$ cat config.mk
export PLATFORM = sky130hd
export DESIGN_NAME = data_memory_ls
export DESIGN_NICKNAME = d
export VERILOG_FILES = /design/src/rtl/data_memory_ls.sv
export SDC_FILE = /design/constraint.sdc
export NUM_CORES = 2
export LEC_CHECK = 0
export ABC_AREA = 1
export CORE_MARGIN = 1.5
export CORE_UTILIZATION = 60
export CTS_BUF_LIST = sky130_fd_sc_hd__clkbuf_4
export CTS_CLUSTER_DIAMETER = 120
export DETAILED_ROUTE_END_ITERATION = 7
export PLACE_DENSITY_LB_ADDON = 0.2
export SETUP_SLACK_MARGIN = 0.5
export SLEW_MARGIN = 20
export SYNTH_ARGS = -nofsm -noshare
export SYNTH_HDL_FRONTEND = slang
export SYNTH_SLANG_ARGS = --single-unit
$ cat constraint.sdc
create_clock -name Clock -period 80.9 [get_ports Clock]
set_input_delay 8.09 -clock Clock [delete_from_list [all_inputs] [get_ports Clock]]
set_output_delay 8.09 -clock Clock [all_outputs]
set_load 0.005 [all_outputs]
$ cat src/rtl/data_memory_ls.sv
// Byte-addressable data memory for the load/store stage: lane-merged stores,
// sign/zero-extended loads, one-entry response buffer, misalignment detection.
module data_memory_ls #(
  parameter int unsigned DEPTH  = 32,
  parameter int unsigned DATA_W = 32,
  localparam int unsigned L      = $clog2(DATA_W / 8),
  localparam int unsigned ADDR_W = $clog2(DEPTH) + L
) (
  input  logic              Clock,
  input  logic              R,
  input  logic              ReqValid,
  output logic              ReqReady,
  input  logic              WriteEn,
  input  logic [ADDR_W-1:0] Addy,
  input  logic [1:0]        Size,
  input  logic              Unsigned,
  input  logic [DATA_W-1:0] WriteData,
  output logic              RespValid,
  input  logic              RespReady,
  output logic [DATA_W-1:0] ReadData,
  output logic              RespErr,
  output logic              MisalignErr
);

  localparam int unsigned NB = DATA_W / 8;
  localparam int unsigned IW = $clog2(DEPTH);

  typedef enum logic [1:0] {
    SZ_BYTE = 2'b00,
    SZ_HALF = 2'b01,
    SZ_WORD = 2'b10,
    SZ_FULL = 2'b11
  } size_e;

  logic [DATA_W-1:0] mem_q [DEPTH];
  logic [DATA_W-1:0] mem_d [DEPTH];
  logic              resp_valid_q, resp_valid_d;
  logic              resp_err_q, resp_err_d;
  logic              misalign_err_q, misalign_err_d;
  logic [DATA_W-1:0] read_data_q, read_data_d;

  logic [IW-1:0]     idx;
  logic [L-1:0]      off;
  size_e             size;
  logic              aligned;
  logic              accept;
  logic              sign_bit;
  logic [NB-1:0]     lane_mask, be;
  logic [DATA_W-1:0] keep_mask, wdata_sh, rword_sh, load_ext;

  assign idx      = Addy[ADDR_W-1:L];
  assign off      = Addy[L-1:0];
  assign size     = size_e'(Size);
  assign ReqReady = !resp_valid_q | RespReady;
  assign accept   = ReqValid & ReqReady;

  assign be       = lane_mask << off;
  assign wdata_sh = WriteData << {off, 3'b000};
  assign rword_sh = mem_q[idx] >> {off, 3'b000};

  always_comb begin
    aligned   = 1'b1;
    lane_mask = '1;
    keep_mask = '1;
    sign_bit  = 1'b0;
    unique case (size)
      SZ_BYTE: begin
        lane_mask = NB'(1'b1);
        keep_mask = DATA_W'(8'hFF);
        sign_bit  = rword_sh[7];
      end
      SZ_HALF: begin
        aligned   = (off[0] == 1'b0);
        lane_mask = NB'(2'b11);
        keep_mask = DATA_W'(16'hFFFF);
        sign_bit  = rword_sh[15];
      end
      SZ_WORD: begin
        aligned   = (off[1:0] == 2'b00);
        lane_mask = NB'(4'hF);
        keep_mask = DATA_W'(32'hFFFF_FFFF);
        sign_bit  = rword_sh[31];
      end
      SZ_FULL: begin
        aligned   = (off == '0);
      end
    endcase
    // Full-width keep mask is all ones, so the fill term vanishes there.
    load_ext = (rword_sh & keep_mask) | ({DATA_W{sign_bit & !Unsigned}} & ~keep_mask);
  end

  always_comb begin
    mem_d          = mem_q;
    resp_valid_d   = resp_valid_q & !RespReady;
    read_data_d    = read_data_q;
    resp_err_d     = resp_err_q;
    misalign_err_d = misalign_err_q;
    if (accept && WriteEn) begin
      if (aligned) begin
        for (int unsigned i = 0; i < NB; i++) begin
          if (be[i]) mem_d[idx][8*i +: 8] = wdata_sh[8*i +: 8];
        end
      end else begin
        misalign_err_d = 1'b1;
      end
    end else if (accept) begin
      resp_valid_d = 1'b1;
      read_data_d  = aligned ? load_ext : '0;
      resp_err_d   = !aligned;
    end
  end

  always_ff @(posedge Clock or posedge R) begin
    if (R) begin
      for (int unsigned i = 0; i < DEPTH; i++) mem_q[i] <= '0;
      resp_valid_q   <= 1'b0;
      read_data_q    <= '0;
      resp_err_q     <= 1'b0;
      misalign_err_q <= 1'b0;
    end else begin
      mem_q          <= mem_d;
      resp_valid_q   <= resp_valid_d;
      read_data_q    <= read_data_d;
      resp_err_q     <= resp_err_d;
      misalign_err_q <= misalign_err_d;
    end
  end

  assign RespValid   = resp_valid_q;
  assign ReadData    = read_data_q;
  assign RespErr     = resp_err_q;
  assign MisalignErr = misalign_err_q;

endmodule

# Word-level counts from Yosys, hierarchy flattened
# Cells that the tools add are included.
[word_totals]
ff_bits = 1059
in_bits = 47
wordCells = 100
out_inout_bits = 36
[classes]
muxes = 32
n_bitwise = 12
reduce_logical = 12
n_shift = 3
n_eq_ne = 3
magnitude_cmp = 2
[op_table]
columns = ["operator", "count"]
rows = [
  ["$mux W1024", 10],
  ["$bwmux W1024", 4],
  ["$demux W32 S5", 4],
  ["$bmux W32 S5", 1],
  ["$mux W32", 4],
  ["$and A32 B32 Y32", 2],
  ["$pmux W32 S2", 1],
  ["$not A32 Y32", 1],
  ["$or A32 B32 Y32", 1],
  ["$shl A32 B5 Y32", 1],
  ["$shr A32 B5 Y32", 1],
  ["$mux W24", 1],
  ["$mux W16", 1],
  ["$mux W8", 1],
  ["$pmux W4 S2", 1],
  ["$ge A6 B6 Y1 const B", 1],
  ["$lt A6 B1 Y1 const B", 1],
  ["$not A5 Y6", 1],
  ["$reduce_and A2 Y1", 3],
  ["$eq A2 B2 Y1 const B", 2],
  ["$logic_not A1 Y1", 4],
  ["$logic_not A2 Y1", 2],
  ["$shl A4 B2 Y4", 1],
  ["$and A1 B1 Y1", 3],
  ["8 further kinds", 12],
]

# Depth between registers and ports, before layout
[depth]
word_depth = 19
depth_mapped = 21
mapped_depth_nobuf = 17

# Least setup slack after synthesis
# Ideal clock, no wire load.
[synth_path]
kind = "input to output"
from = "input port RespReady"
to = "output port ReqReady"
n_path_buf = 0
path_slack_ns = 64.505
cell_stages = 2
required_ns = 72.810
t_arrival_ns = 8.305
path_cell_list = "nor2_1 -> inv_1"
[synth_via]
elab_chain_len = 1
[synth_lines]
columns = ["element", "line", "rtl"]
rows = [
  ["start: declaration", "19", "input logic RespReady,"],
  ["$or A1 B1 Y1", "54", "assign ReqReady = !resp_valid_q | RespReady;"],
  ["end: declaration", "12", "output logic ReqReady,"],
]
# Every way passes these cells.

# Worst setup path in the final report
# Ends and elaborated chain as after synthesis.

==> results.md <==
* Category of the worst setup path launch point: input pin
* Initial antenna violation count at 3
* Synthesized area per cell at 8.604 µm²
* Cell at the root of the clock tree: clkbuf_4
* Number of warning messages in the yosys log at 0
* Clock period minus worst slack at 17.29 ns
* Vias at 40530
* Combined area of the multi-input logic cells at 18290 µm²
* Post-Place Cells at 6176
* Hold violation count in the final report at 0
* Area leader, netlist: dfrtp_1
* Cell row count at 101
* Worst path arrival time at 9.20 ns
* DRC violations left at 0
* Synth area leaders: dfrtp_1, nand2_1, o21ai_0, a22oi_1, clkbuf_1
* Core box area at 76330 µm²
* Worst setup slack for register-to-register paths at 78.09 ns
* Outcome: complete, no violations
* Final max-slew violation count at 0
* Share of synthesized registers carrying an async set or reset at 100.0%
* Post_cts resized at 0
* Start of the worst register-to-register path: RespValid$_DFF_PP0_
* Worst R2R Path Depth at 8
* Setup repair after global routing missed its margin: false
* Util after Layout at 66.84%
* Total Power at 1109 µW
* Cell leakage power at 0.02396 µW
* Layout Nets at 5486
* Die Y at 281.3 µm
* Number of violations reported at the end of detailed-routing iteration 0 at 5010
* Worst setup path end: ReqReady
* GRT Total Usage at 37.53%
* Worst R2R End: mem_q[895]$_DFFE_PP0P_
* Number of iterations in the first detailed-routing pass at 6
* DP Wirelength at 86.40 mm
* Number of input and output port buffers inserted at 82
* Final sum of negative setup slack at 0 ns
* Global route overflow at 0
* Hold Buf Count CTS at 0
* EDFF count, synth at 0
* Net count after synthesis at 5447
* Peak supply drop at 0.01335 mV
* Routed length per instance at 21.94 µm
* Reg area at 26500 µm²
* Worst-Skew Late Latency at 1.16 ns
* Top Ports at 83
* H-tree levels at 5
* Kind of critical path: input pin to primary output
* Via count of the first global-routing pass at 37990
* Crit path launch: RespReady
* Relative slew slack at 11.43%
* Clk sinks at 1059
* Data required time at the worst endpoint at 72.81 ns
* Max Freq at 57.85 MHz
* Horizontal extent of the die at 281.3 µm
* Cells after Synth at 5400
* Total standard cell area after synthesis at 46460 µm²
* CTS max path bufs at 4
* Power per cell area at 21.74 nW/µm²
* Max-capacitance violation count at 0
* Transition time of the tightest slew-check pin at 1.324 ns
* RePlAce Congestion at 0.9636
* Number of synthesized register bits at 1059
* CTS tree: done
* Buffer count from post-CTS setup fixing at 0
* First-pass GRT wire length at 224.8 mm
* Number of clock buffers inserted by TritonCTS at 291
* Die Outline Area at 79110 µm²
* Share of the yosys chip area belonging to registers at 57.04%
* Most frequently used flop master after synthesis: dfrtp_1
* Number of distinct standard cells referenced by the synthesized netlist at 37
* Final setup viols at 0
* Vias per inst at 6.107
* Clock transition at the registers of the reported paths at 0.06 ns
* Number of filler cells placed in the layout at 6507
* Top cell type's share of synthesized area at 57.04%
* P&R area growth vs syn at 9.808%
* Antenna violation net count after detailed routing at 0
* Non-Filler Instances at 6636
* Clock Skews at 0.07456 ns
* CP endpoint kind: primary output
* Kind of path behind the tightest hold check: flop to flop
* Fin crit share at 21.37%
* Fraction of final layout cells with drive strength greater than 1 at 10.48%
* Largest net degree at the start of global routing at 133
* Total wirelength of the detailed-routed design at 145.6 mm
* Largest driver fanout on the critical path at 3
* Effective utilization at floorplan at 60.87%
==> area by class of cell <==
type / instances / share of cell area (%)
inverters: 53 / 0.4341
well taps: 1030 / 2.526
multi-input cells: 3883 / 35.85
diodes: 5 / 0.02452
clock buffers: 417 / 6.136
clock inverters: 38 / 0.4439
repair buffers: 151 / 2.639
flip-flops and latches: 1059 / 51.94
==> cells in the final DEF (no fill, tap or decap), drive strengths merged, types with 22 or more instances in the layout <==
master / instances
clkdlybuf4s50: 79
a22oi: 416
a21oi: 61
nor2: 121
inv: 59
nand2: 2073
clkbuf: 417
nand3: 77
clkinv: 28
buf: 72
o21ai: 1028
dfrtp: 1059
nand4: 22
==> registers in the layout, indices dropped and copies added (netlist names) <==
name / cells
RespErr: 1
RespValid: 1
ReadData: 32
mem_q: 1024
MisalignErr: 1
==> how the worst min path moves through the flow <==
| stage | slack (ns) | depth (start not counted) | startpoint | endpoint |
|---|---|---|---|---|
| 6_report | 0.46 | 1 | MisalignErr$_DFFE_PP0P_ | MisalignErr$_DFFE_PP0P_ |
| 5_1_grt | 0.50 | 1 | MisalignErr$_DFFE_PP0P_ | MisalignErr$_DFFE_PP0P_ |
| 4_1_cts | 0.47 | 1 | MisalignErr$_DFFE_PP0P_ | MisalignErr$_DFFE_PP0P_ |
| 3_5_place_dp | 0.45 | 1 | MisalignErr$_DFFE_PP0P_ | MisalignErr$_DFFE_PP0P_ |
| 3_3_place_gp | 0.44 | 1 | MisalignErr$_DFFE_PP0P_ | MisalignErr$_DFFE_PP0P_ |
| 2_1_floorplan | 0.45 | 1 | MisalignErr$_DFFE_PP0P_ | MisalignErr$_DFFE_PP0P_ |
==> routing by layer <==
layer	global-route usage [%]	vias up	share of wire, %
met3	12.44	450	13
li1	-	18340	-
met2	52.38	2412	42
met5	0	-	0.0089
met4	19.66	2	5.1
met1	52.14	19320	39
==> synthesized netlist by cell type, types with 2 or more instances <==
library cell,n
nor3_2,2
o21ai_0,980
inv_2,17
o21ai_1,48
nand4_1,22
nor2_2,12
nor3_4,5
clkbuf_1,250
inv_1,35
a21oi_1,60
nand3_1,77
a22oi_1,416
o21bai_1,5
buf_6,6
a221oi_1,9
dfrtp_1,1059
o22ai_1,11
buf_2,128
o31ai_1,20
buf_4,4
buf_1,17
or2_2,11
a211oi_1,3
nor2_1,109
o221ai_1,2
nand2_2,2
nand2_1,2071
nor3_1,10
==> logic make-up (layout without fill, tap and decap cells) <==
| logic type | after synthesis | in the layout | share of synthesized area, % |
|---|---|---|---|
| compound gates | 1560 | 1560 | 19.36 |
| buf+inv | 458 | 659 | 4.174 |
| simple gates | 2323 | 2323 | 19.43 |
| other cells | 0 | 5 | 0 |
| flops | 1059 | 1059 | 57.04 |
==> where the power goes <==
part	switching, µW	internal, µW
Sequential	11.0	549
Clock	218	243
Combinational	65.8	22.9
==> metrics by stage <==
stage | setup WS (ns) | hold slack, ns | area, µm²
6_report | 63.61 | 0.4647 | 51020
5_1_grt | 63.54 | 0.4984 | 51020
4_1_cts | 63.61 | 0.4692 | 50980
3_5_place_dp | 63.62 | 0.4499 | 47620
3_3_place_gp | 63.61 | 0.4414 | 47610
2_1_floorplan | 43.00 | 0.4510 | 46460
==> worst max-delay path, cell delays in order <==
cell and delay [ns]:
clkdlybuf4s50_1 0.40, nor2_1 0.19, inv_1 0.08, clkdlybuf4s50_1 0.44
(Power assumes the default switching activity.)
